### src/rtl/icache_types_pkg.sv
// Shared types and constants for the direct-mapped instruction cache.
// Default geometry (ICACHE_NSETS) sizes the address overlay struct.
// Frame tags are stored at the widest possible width so that any NSETS >= 2 fits.
package icache_types_pkg;

    localparam int unsigned WORDW        = 32;
    localparam int unsigned BLKWORDS     = 2;
    localparam int unsigned ICACHE_NSETS = 8;
    localparam int unsigned ICACHE_IDXW  = $clog2(ICACHE_NSETS);
    localparam int unsigned ICACHE_TAGW  = WORDW - 3 - ICACHE_IDXW;
    localparam int unsigned TAG_MAXW     = WORDW - 4;

    typedef enum logic [1:0] {
        IDLE   = 2'd0,
        FETCH0 = 2'd1,
        FETCH1 = 2'd2
    } icache_state_t;

    typedef struct packed {
        logic [ICACHE_TAGW-1:0] tag;
        logic [ICACHE_IDXW-1:0] idx;
        logic                   blkoff;
        logic [1:0]             bytoff;
    } icache_addr_t;

    typedef struct packed {
        logic                               valid;
        logic [TAG_MAXW-1:0]                tag;
        logic [BLKWORDS-1:0][WORDW-1:0]     data;
    } icache_frame_t;

endpackage

### src/rtl/icache_ctrl_if.sv
// Fetch-side and memory-side handshake bundle of the instruction cache.
// slave: the cache; master: datapath plus memory controller.
interface icache_ctrl_if;

    logic        imemREN;
    logic [31:0] imemaddr;
    logic        ihit;
    logic [31:0] imemload;
    logic        iREN;
    logic [31:0] iaddr;
    logic        iwait;
    logic [31:0] iload;

    modport slave (
        input  imemREN, imemaddr, iwait, iload,
        output ihit, imemload, iREN, iaddr
    );

    modport master (
        output imemREN, imemaddr, iwait, iload,
        input  ihit, imemload, iREN, iaddr
    );

endinterface

### src/rtl/icache_frame_array.sv
// Valid/tag/data storage for the cache: one write port, one combinational read port.
// Only valid bits are reset; tag/data are qualified by valid.
module icache_frame_array
    import icache_types_pkg::*;
#(
    parameter int unsigned NSETS = ICACHE_NSETS,
    localparam int unsigned IDXW = $clog2(NSETS)
) (
    input  logic                CLK,
    input  logic                RST,
    input  logic                we,
    input  logic [IDXW-1:0]     widx,
    input  icache_frame_t       wframe,
    input  logic [IDXW-1:0]     ridx,
    output icache_frame_t       rframe
);

    logic [NSETS-1:0]                   valid_q;
    logic [TAG_MAXW-1:0]                tag_q  [NSETS];
    logic [BLKWORDS-1:0][WORDW-1:0]     data_q [NSETS];

    // Valid bits: cleared by reset, set by a frame write.
    always_ff @(posedge CLK) begin
        if (RST) begin
            valid_q <= '0;
        end else if (we) begin
            valid_q[widx] <= wframe.valid;
        end
    end

    // Tag and data payload: whole frame written at once.
    always_ff @(posedge CLK) begin
        if (we && !RST) begin
            tag_q[widx]  <= wframe.tag;
            data_q[widx] <= wframe.data;
        end
    end

    // Combinational read of the addressed frame.
    always_comb begin
        rframe       = '0;
        rframe.valid = valid_q[ridx];
        rframe.tag   = tag_q[ridx];
        rframe.data  = data_q[ridx];
    end

endmodule

### src/rtl/icache_ctrl.sv
// Direct-mapped instruction cache controller with two-word block fill.
// Hits resolve in the request cycle; misses run IDLE -> FETCH0 -> FETCH1.
// Optional hit/miss statistics counters: define ICACHE_STATS_EN.
module icache_ctrl
    import icache_types_pkg::*;
#(
    parameter int unsigned NSETS = ICACHE_NSETS
) (
    input  logic                CLK,
    input  logic                RST,
    icache_ctrl_if.slave        bus,
    output logic [31:0]         hit_count,
    output logic [31:0]         miss_count
);

    localparam int unsigned IDXW = $clog2(NSETS);
    localparam int unsigned BLKW = WORDW - 3;

    icache_state_t          state;
    logic [BLKW-1:0]        base_blk;
    logic [WORDW-1:0]       word0_q;
    logic                   iren_q;
    logic [WORDW-1:0]       iaddr_q;

    icache_addr_t           req_a;
    logic [IDXW-1:0]        req_idx;
    logic [TAG_MAXW-1:0]    req_tag;
    icache_frame_t          rframe;
    icache_frame_t          wframe;
    logic                   hit_c;
    logic                   fill_done_c;
    logic                   unused_addr;

    // Request address decode; byte offset is ignored.
    assign req_a       = icache_addr_t'(bus.imemaddr);
    assign req_idx     = bus.imemaddr[3 +: IDXW];
    assign req_tag     = TAG_MAXW'(bus.imemaddr[WORDW-1 : 3+IDXW]);
    assign unused_addr = ^{req_a.tag, req_a.idx, req_a.bytoff};

    icache_frame_array #(.NSETS(NSETS)) u_frames (
        .CLK    (CLK),
        .RST    (RST),
        .we     (fill_done_c),
        .widx   (base_blk[IDXW-1:0]),
        .wframe (wframe),
        .ridx   (req_idx),
        .rframe (rframe)
    );

    // Lookup only in IDLE; a cycle with RST asserted never hits.
    assign hit_c       = (state == IDLE) && bus.imemREN && rframe.valid
                         && (rframe.tag == req_tag) && !RST;
    assign fill_done_c = (state == FETCH1) && !bus.iwait && !RST;

    assign bus.ihit     = hit_c;
    assign bus.imemload = hit_c ? rframe.data[req_a.blkoff] : '0;
    assign bus.iREN     = iren_q;
    assign bus.iaddr    = iaddr_q;

    // Frame written on fill completion: buffered first word plus the incoming one.
    always_comb begin
        wframe         = '0;
        wframe.valid   = 1'b1;
        wframe.tag     = TAG_MAXW'(base_blk[BLKW-1:IDXW]);
        wframe.data[0] = word0_q;
        wframe.data[1] = bus.iload;
    end

    // Fill FSM with registered memory request outputs.
    always_ff @(posedge CLK) begin
        if (RST) begin
            state    <= IDLE;
            base_blk <= '0;
            word0_q  <= '0;
            iren_q   <= 1'b0;
            iaddr_q  <= '0;
        end else begin
            case (state)
                IDLE: begin
                    if (bus.imemREN && !hit_c) begin
                        base_blk <= bus.imemaddr[WORDW-1:3];
                        iren_q   <= 1'b1;
                        iaddr_q  <= {bus.imemaddr[WORDW-1:3], 3'b000};
                        state    <= FETCH0;
                    end
                end
                FETCH0: begin
                    if (!bus.iwait) begin
                        word0_q <= bus.iload;
                        iaddr_q <= {base_blk, 3'b100};
                        state   <= FETCH1;
                    end
                end
                FETCH1: begin
                    if (!bus.iwait) begin
                        iren_q  <= 1'b0;
                        iaddr_q <= '0;
                        state   <= IDLE;
                    end
                end
                default: begin
                    iren_q  <= 1'b0;
                    iaddr_q <= '0;
                    state   <= IDLE;
                end
            endcase
        end
    end

`ifdef ICACHE_STATS_EN
    logic [31:0] hit_cnt_q;
    logic [31:0] miss_cnt_q;

    // Saturating hit-cycle and completed-fill counters.
    always_ff @(posedge CLK) begin
        if (RST) begin
            hit_cnt_q  <= '0;
            miss_cnt_q <= '0;
        end else begin
            if (hit_c && (hit_cnt_q != 32'hFFFF_FFFF)) begin
                hit_cnt_q <= hit_cnt_q + 32'd1;
            end
            if (fill_done_c && (miss_cnt_q != 32'hFFFF_FFFF)) begin
                miss_cnt_q <= miss_cnt_q + 32'd1;
            end
        end
    end

    assign hit_count  = hit_cnt_q;
    assign miss_count = miss_cnt_q;
`else
    assign hit_count  = '0;
    assign miss_count = '0;
`endif

endmodule

### src/flat_wrapper.sv
// flat-port wrapper written by rule: the top's interface ports become plain ports
module icache_ctrl_flat import icache_types_pkg::*;
#(
    parameter int unsigned NSETS = ICACHE_NSETS
)
  (CLK, RST, hit_count, miss_count, bus_imemREN, bus_imemaddr, bus_iwait, bus_iload, bus_ihit, bus_imemload, bus_iREN, bus_iaddr);
  icache_ctrl_if bus_i ();
  input  logic CLK;
  input  logic RST;
  output logic [31:0] hit_count;
  output logic [31:0] miss_count;
  input wire logic [$bits(bus_i.imemREN)-1:0] bus_imemREN;
  input wire logic [$bits(bus_i.imemaddr)-1:0] bus_imemaddr;
  input wire logic [$bits(bus_i.iwait)-1:0] bus_iwait;
  input wire logic [$bits(bus_i.iload)-1:0] bus_iload;
  output wire logic [$bits(bus_i.ihit)-1:0] bus_ihit;
  output wire logic [$bits(bus_i.imemload)-1:0] bus_imemload;
  output wire logic [$bits(bus_i.iREN)-1:0] bus_iREN;
  output wire logic [$bits(bus_i.iaddr)-1:0] bus_iaddr;
  assign bus_i.imemREN = bus_imemREN;
  assign bus_i.imemaddr = bus_imemaddr;
  assign bus_i.iwait = bus_iwait;
  assign bus_i.iload = bus_iload;
  assign bus_ihit = bus_i.ihit;
  assign bus_imemload = bus_i.imemload;
  assign bus_iREN = bus_i.iREN;
  assign bus_iaddr = bus_i.iaddr;
  icache_ctrl #(.NSETS(NSETS)) u_core (.CLK(CLK), .RST(RST), .bus(bus_i), .hit_count(hit_count), .miss_count(miss_count));
endmodule
### config.mk
export PLATFORM = sky130hd
export DESIGN_NAME = icache_ctrl_flat
export DESIGN_NICKNAME = d
export VERILOG_FILES = /design/src/rtl/icache_types_pkg.sv /design/src/rtl/icache_ctrl_if.sv /design/src/rtl/icache_frame_array.sv /design/src/rtl/icache_ctrl.sv /design/src/flat_wrapper.sv
export SDC_FILE = /design/constraint.sdc
export NUM_CORES = 1
export LEC_CHECK = 0
export CORE_UTILIZATION = 47
export DETAILED_ROUTE_END_ITERATION = 8
export PLACE_DENSITY = 0.68
export SLEW_MARGIN = 25
export SYNTH_ARGS = -nofsm -noshare
export SYNTH_HDL_FRONTEND = slang
export SYNTH_HIERARCHICAL = 1
export SYNTH_SLANG_ARGS = --single-unit
### constraint.sdc
create_clock -name CLK -period 11.6 [get_ports CLK]
set_input_delay 1.16 -clock CLK [delete_from_list [all_inputs] [get_ports CLK]]
set_output_delay 1.16 -clock CLK [all_outputs]
set_load 0.005 [all_outputs]
Word level (Yosys, flattened, before mapping). Memories as Yosys holds them, arrays and structs flattened. Cells that the tools add are included.

Flip-flop bits (word level): 104. Memory bits (writable): 720. Logic and storage cells: 58. Bits of input ports: 68. Memories: 2. Output and inout port bits: 130.

Bitwise operators: 3. Eq/ne operators: 6. $lt $le $gt $ge: 4. Reduce and logical (&&, ||, !) cells: 17. Mux-type cells: 20.

Memories: u_core.u_frames.data_q (words 8, width 64, read ports 1, clocked after Yosys merged registers in 0, write ports 1, line icache_frame_array.sv:20) `logic [BLKWORDS-1:0][WORDW-1:0] data_q [NSETS];`; u_core.u_frames.tag_q (words 8, width 26, read ports 1, clocked after Yosys merged registers in 0, write ports 1, line icache_frame_array.sv:19) `logic [TAG_MAXW-1:0] tag_q [NSETS];`.

Operators with widths (number): $mux W32 (6); $pmux W32 S3 (1); $eq A28 B26 Y1 (1); $logic_and A1 B1 Y1 (9); $lt A3 B4 Y1 const B (2); $or A8 B8 Y8 (1); $mux W1 (6); $mux W2 (3); $ne A2 B2 Y1 const B (3); $pmux W2 S3 (1); $reduce_and A3 Y1 (2); $reduce_and A2 Y1 (2); $bmux W1 S3 (1); $demux W1 S3 (1); $ge A3 B1 Y1 const B (1); $logic_not A1 Y1 (3); $pmux W1 S3 (1); $eq A2 B1 Y1 const B (1); $eq A2 B2 Y1 const B (1); $logic_not A2 Y1 (1); $lt A1 B2 Y1 const B (1); $not A1 Y1 (2).

Depth between registers and ports, before layout.
Word-level depth: 9. Gate-level depth with buffers: 12. Depth with buffers taken out: 8.

Cells and area by module. Netlist, hierarchy kept.

By module, submodules not included: icache_frame_array (area an instance 28125.7 um2, times used 1, sequential area each 22261.4 um2, cells each 1119); icache_ctrl (area an instance 5839.4 um2, times used 1, sequential area each 1861.8 um2, cells each 732).

Worst setup path before layout. No wires, ideal clock.

Path kind: input port to flip-flop. Start point: input port RST. End point: memory u_core/u_frames/data_q[4][0] (netlist bit), enable pin. Stages: 7. Data arrival time: 11.114 ns. Data required time: 10.831 ns. Library setup time: 0.769 ns. Slack: -0.283 ns. Buffers on the path: 4. Path through: clkbuf_1 clkbuf_1 clkbuf_1 nor4b_1 clkbuf_1 nand2_1 nor4_1.

Longest elaborated chain between the ends: 5.

Ends and longest elaborated chain: start: declaration (line flat_wrapper.sv:9) `input logic RST;`; $logic_not A1 Y1 (line icache_ctrl.sv:53) `assign fill_done_c = (state == FETCH1) && !bus.iwait && !RST;`; $logic_and A1 B1 Y1 (line icache_ctrl.sv:53); via u_core.fill_done_c (line icache_ctrl.sv:31) `logic fill_done_c;`; $logic_and A1 B1 Y1 (line icache_frame_array.sv:33) `if (we && !RST) begin`; $mux W1 (line icache_frame_array.sv:33); $mux W1 (not written as such) (line icache_frame_array.sv:35) `data_q[widx] <= wframe.data;`; end: declaration (line icache_frame_array.sv:20).

The timed path passes the listed nets, and every way through them passes these cells.

==> impl_metrics.json <==
{
  "outcome": "complete, no violations",
  "insertion_delay_ns": 0.62,
  "synth_top_area_cell": "edfxtp_1",
  "drt_first_pass_iters": 5,
  "cts_tree": "yes",
  "drt_wl_total_um": 71800,
  "wl_met1_um": 31100,
  "ys.flop_type": "edfxtp_1",
  "min_period_ns": 7.61,
  "cp_max_fo": 83,
  "cts_setup_buffers": 0,
  "wire_per_inst_um": 23.8,
  "grt_pass1_wl_um": 109000,
  "boundaryPins": 198,
  "cp-start-kind": "input port",
  "final_nets": 2071,
  "clockRootBuffer": "clkbuf_16",
  "vias": 16892,
  "areaGrowthSynthToFinish_pct": 14.2,
  "first_iter_violations": 1559,
  "yosysSeqAreaShare_pct": 71.0,
  "die-area_um2": 73300,
  "fp.coreArea_um2": 71500,
  "ant_nets": 0,
  "rr_endpoint": "u_core/u_frames/data_q[2][34]",
  "worstPathRequired_ns": 10.44,
  "fp.dieW_um": 271,
  "layout-drive-gt1-share_pct": 23.9,
  "critPathTopFamily": "buffers and inverters",
  "end_kind": "primary output",
  "p_leak_nw": 12.3,
  "die_h_um": 271,
  "grt_start_max_net_pins": 84,
  "rr_startpoint": "u_core/state[0]",
  "slew_headroom_pct": 30.8,
  "clk_pin_slew_ns": 0.06,
  "max_stage_delay_ns": 0.94,
  "worstPathArrival_ns": 6.45,
  "multi_input_area_um2": 9120,
  "drc": 0,
  "grt_pass1_vias": 17717,
  "highest_layer": "met4",
  "finClkSkew_ns": 0.0277,
  "grt-ovfl-total": 0,
  "synth_edf_count": 736,
  "path_cells": "buf_6, buf_4, mux4_2, mux2_2, xnor2_1, nand4_1, nor3_2, buf_4, nand2_2, inv_2, buf_4, clkdlybuf4s50_1",
  "cts_max_level": 3,
  "tns_ns": 0,
  "reg2reg_depth": 7,
  "groute.usage.overall_pct": 19.8,
  "hold-path-cell-count": 2,
  "viasPerCell": 5.59,
  "yosys-top-cells-area": "edfxtp_1, mux4_2, dfxtp_1, mux2_2, mux2i_1",
  "fmax_ghz": 0.131,
  "antenna_found_initial": 0,
  "syn_area_per_cell_um2": 18.3,
  "async_flop_share_pct": 0,
  "postPlaceCellArea_um2": 36000,
  "r2r_slack_ns": 7.66,
  "setup_viol": 0,
  "cellPowerDensity_nw_per_um2": 164,
  "final.period_utilization_pct": 65.6,
  "final_area_um2": 38800,
  "synthCells": 1851,
  "regArea_um2": 24100,
  "row_count": 98,
  "drv_cap": 0,
  "fillerInstances": 5433,
  "peakVddDrop_uv": 109,
  "holdBufCountCts": 0,
  "wl_met3_um": 4130,
  "ctsResizeCount": 0,
  "port_buffers": 129,
  "maxSlewViolCount": 0,
  "clockBufferDepth": 3,
  "synthesis.area_um2": 34000,
  "finalHoldViolCount": 0,
  "rsz0062_at_grt": "no",
  "place_hpwl_um": 37500,
  "worst_pin_slew_ns": 1.04,
  "numCtsBuffers": 87,
  "critPathKind": "in -> out",
  "cts_sinks": 837,
  "yosysUniqueCellTypes": 38,
  "start_util_pct": 47.5,
  "place_congestion": 0.760,
  "wl_met2_um": 35500,
  "hp-class": "reg -> reg",
  "hold_start": "u_core/bus.iREN",
  "synth_top_area_share_pct": 65.1,
  "worst-path-buf-inv": 6,
  "yosysWarnings": 6,
  "ys_ff_latch": 837,
  "crit_top_cell": "buf_4",
  "insertedDiodeCount": 0,
  "slowest_stage": "buf_4",
  "hold_end": "u_core/bus.iREN"
}
[cells in the mapped netlist, drive strengths merged (30+ instances only)]
cell type / number
edfxtp: 736
mux4: 186
nand2: 127
buf: 123
mux2: 122
dfxtp: 101
a21oi: 93
mux2i: 69
nand2b: 69
clkbuf: 63
nor2: 36
nand3: 30
[power breakdown]
part	switching (W)	internal [W]
Clock	0.00111	0.00158
Sequential	0.0000444	0.00330
Combinational	0.000181	0.000168
[kinds of logic (layout without fill, tap and decap cells)]
logic type / after synthesis / in the layout / share of synthesized area [%]
other: 2 / 83 / 0.0221
multiplexers: 377 / 377 / 18.4
XOR/XNOR: 26 / 26 / 0.670
flip-flops: 837 / 837 / 71.0
AO/OA/AOI/OAI: 127 / 127 / 2.33
buffers and inverters: 188 / 329 / 3.32
AND/OR/NAND/NOR: 294 / 294 / 4.22
[worst reg2reg max path, cell delays in order, from the launching register on]
cell and delay [ns]:
dfxtp_1 0.33, buf_4 0.29, nor4b_1 0.36, buf_4 0.24, or3b_2 0.52, nor2_4 0.31
buf_4 0.56, buf_4 0.88
[flip-flops by register name, summed over array words and instances (netlist names)]
signal / count
u_core/bus.iREN: 1
u_core/base_blk: 29
u_core/bus.iaddr: 30
u_core/state: 1
u_core/u_frames/tag_q: 224
u_core/u_frames/valid_q: 8
u_core/u_frames/data_q: 512
u_core/word0_q: 32
[layout make-up]
| cell class | instances | share of cell area (%) |
|---|---|---|
| multi-input combinational | 907 | 23.5 |
| sequential | 837 | 62.2 |
| inverter | 2 | 0.0194 |
| tap | 950 | 3.06 |
| clock buffer | 122 | 6.27 |
| timing repair buffer | 168 | 4.09 |
| clock inverter | 37 | 0.861 |
[through the flow]
step,hold slack [ns],std cells,power [W],utilization (%),worst slack (ns)
3_3_place_gp,0.457,2864,0.00375,50.4,3.92
3_5_place_dp,0.460,2864,0.00376,50.4,3.94
2_1_floorplan,0.446,1932,0.00364,-,2.18
5_1_grt,0.506,3023,0.00658,54.3,3.69
6_report,0.475,3023,0.00638,54.3,3.99
4_1_cts,0.476,3023,0.00643,54.3,3.92
[cell usage in the layout (no fill, tap or decap), types with 2 or more instances in the layout]
| master | Yosys | layout |
|---|---|---|
| clkdlybuf4s50_1 | 0 | 124 |
| mux2_2 | 122 | 122 |
| nand4b_1 | 3 | 3 |
| nor2b_1 | 3 | 2 |
| bufinv_16 | 0 | 5 |
| nand3b_1 | 2 | 2 |
| a21oi_1 | 93 | 93 |
| mux2i_1 | 69 | 69 |
| nor4bb_1 | 3 | 3 |
| nand3_1 | 30 | 30 |
| buf_4 | 71 | 39 |
| nand2_1 | 127 | 125 |
| nor4b_1 | 2 | 2 |
| nor2_4 | 0 | 3 |
| nand2_2 | 0 | 2 |
| conb_1 | 2 | 83 |
| clkbuf_8 | 0 | 6 |
| xnor2_1 | 26 | 26 |
| a311o_1 | 29 | 29 |
| clkbuf_16 | 0 | 90 |
| nand4_1 | 8 | 8 |
| nor2_1 | 36 | 33 |
| clkbuf_1 | 63 | 26 |
| inv_6 | 0 | 3 |
| dfxtp_1 | 101 | 101 |
| clkinv_2 | 0 | 16 |
| mux4_2 | 186 | 186 |
| edfxtp_1 | 736 | 736 |
| nor4_4 | 0 | 2 |
| buf_6 | 17 | 3 |
| nand2b_1 | 69 | 69 |
| nor3_2 | 1 | 5 |
| clkinv_1 | 0 | 9 |
[worst max path at each step]
stage                          from                            to  slack [ns]  cells past startpoint
floorplan                       RST  u_core/u_frames/data_q[0][0]        2.18                      6
finish              bus_imemaddr[5]                      bus_ihit        3.99                     12
CTS                 bus_imemaddr[5]                      bus_ihit        3.92                     12
detailed placement  bus_imemaddr[5]                      bus_ihit        3.94                     12
global placement    bus_imemaddr[5]                      bus_ihit        3.92                     12
global route        bus_imemaddr[5]                      bus_ihit        3.69                     12
[per-layer routing]
layer	vias to the layer above	global-route usage [%]
li1	7475	-
met1	8829	27.8
met2	488	32.6
met3	100	2.96
met4	0	5.22
met5	-	0
Note: power is estimated with default switching activity, not from simulation.
==> patch (same flow settings) <==
Set the package constant `BLKWORDS` to 4 (it was 2).
--- a/src/rtl/icache_types_pkg.sv
+++ b/src/rtl/icache_types_pkg.sv
@@ -5,5 +5,5 @@
 
     localparam int unsigned WORDW        = 32;
-    localparam int unsigned BLKWORDS     = 2;
+    localparam int unsigned BLKWORDS     = 4;
     localparam int unsigned ICACHE_NSETS = 8;
     localparam int unsigned ICACHE_IDXW  = $clog2(ICACHE_NSETS);
Formal check against the unedited RTL: no difference found for any inputs over 4 cycles, from zero or initial values and one cycle with RST high; that may be too few to reach the edited logic, so the function may still have changed.
==> patch against the unedited design <==
- register-to-register slack better by 0.07 ns
- routed wire length barely moved
- sequential cell count unchanged
- total power about the same
- fmax rose by 2.7%
- clock power about the same
- cell area about the same
- non-clock buffer count is 4 lower
- synthesized area grew 0.14%
- die area is 0.13% higher
- worst setup slack improved by 0.20 ns
- critical endpoint unchanged
- largest power group unchanged
==> patch: results (changes against the unedited design) <==
global_routing:
  antenna_found_initial: 2  # +2
  first_global_vias: 17600  # -0.58%
  met2_usage_pct: 31.8  # -0.75 points
  track_usage_pct: 19.7  # -0.14 points
pwr:
  vdd_drop_max_uv: 99.4  # -8.9%
  fin_total_pwr_mw: 6.38  # about the same
  p_leak_nw: 12.3  # -0.15%
  p_sw_mw: 1.32  # -1.2%
cts:
  cts_buffers: 85  # -2.3%
route:
  wl_um: 71900  # about the same
  drt-initial-drc-count: 1377  # -12%
  met3_length_um: 4580  # +11%
  wirelength_met1_um: 30700  # -1.3%
  met2_length_um: 35200  # -0.90%
  vias: 17000  # +0.36%
  highest_layer: "met5"
placed_design:
  dpl-instance-area_mm2: 0.0360  # about the same
  pre_cts_slack_ns: 4.09  # +0.146 ns
  dp_cells: 2859  # -0.17%
  dp_hpwl_um: 36700  # -2.1%
  gp_congestion: 0.744  # -2.1%
finish:
  clk_share_pct: 7.15  # +0.020 points
  nets: 2065  # -0.29%
  multi_input_area_share_pct: 23.5  # about the same
  drive_gt1_share_pct: 23.7  # -0.21 points
  sh_seq_area_pct: 62.2  # about the same
  nClkBuffers: 124  # +1.6%
  area_growth_pct: 14.1  # about the same
  num-fill-cells: 5444  # +0.20%
  bufAreaShareNonClock_pct: 4.10  # +0.0048 points
synthesis:
  synth_area_per_cell_um2: 18.3  # -0.24%
sta:
  skew_ns: 0.0217  # -0.00601 ns
  slew_headroom_pct: 30.4  # -0.38 points
outcome:
  outcome: "finished clean"
critical_path:
  crit_fanout: 112  # +35%
[patch: critical path, cell delays in order]
cell and delay (ns):
buf_8 0.28, buf_16 0.39, buf_12 0.72, mux4_2 0.61, mux2_2 0.30, xnor2_1 0.27
nand4_1 0.17, nor3_2 0.15, buf_4 0.40, nand2_1 0.09, buf_4 0.31, inv_2 0.55
clkdlybuf4s50_1 0.62
[patch: worst paths after layout]
kind,start,end,slack [ns]
worst max-delay path,bus_imemaddr[3],bus_ihit,4.20
worst min-delay path,u_core/u_frames/valid_q[1]$_SDFFE_PP0P_,u_core/u_frames/valid_q[1]$_SDFFE_PP0P_,0.47
worst max register to register,u_core/state[0]$_SDFFE_PP0P_,u_core/u_frames/data_q[2][39]$_DFFE_PP_,7.73
worst min register to register,u_core/u_frames/valid_q[1]$_SDFFE_PP0P_,u_core/u_frames/valid_q[1]$_SDFFE_PP0P_,0.47
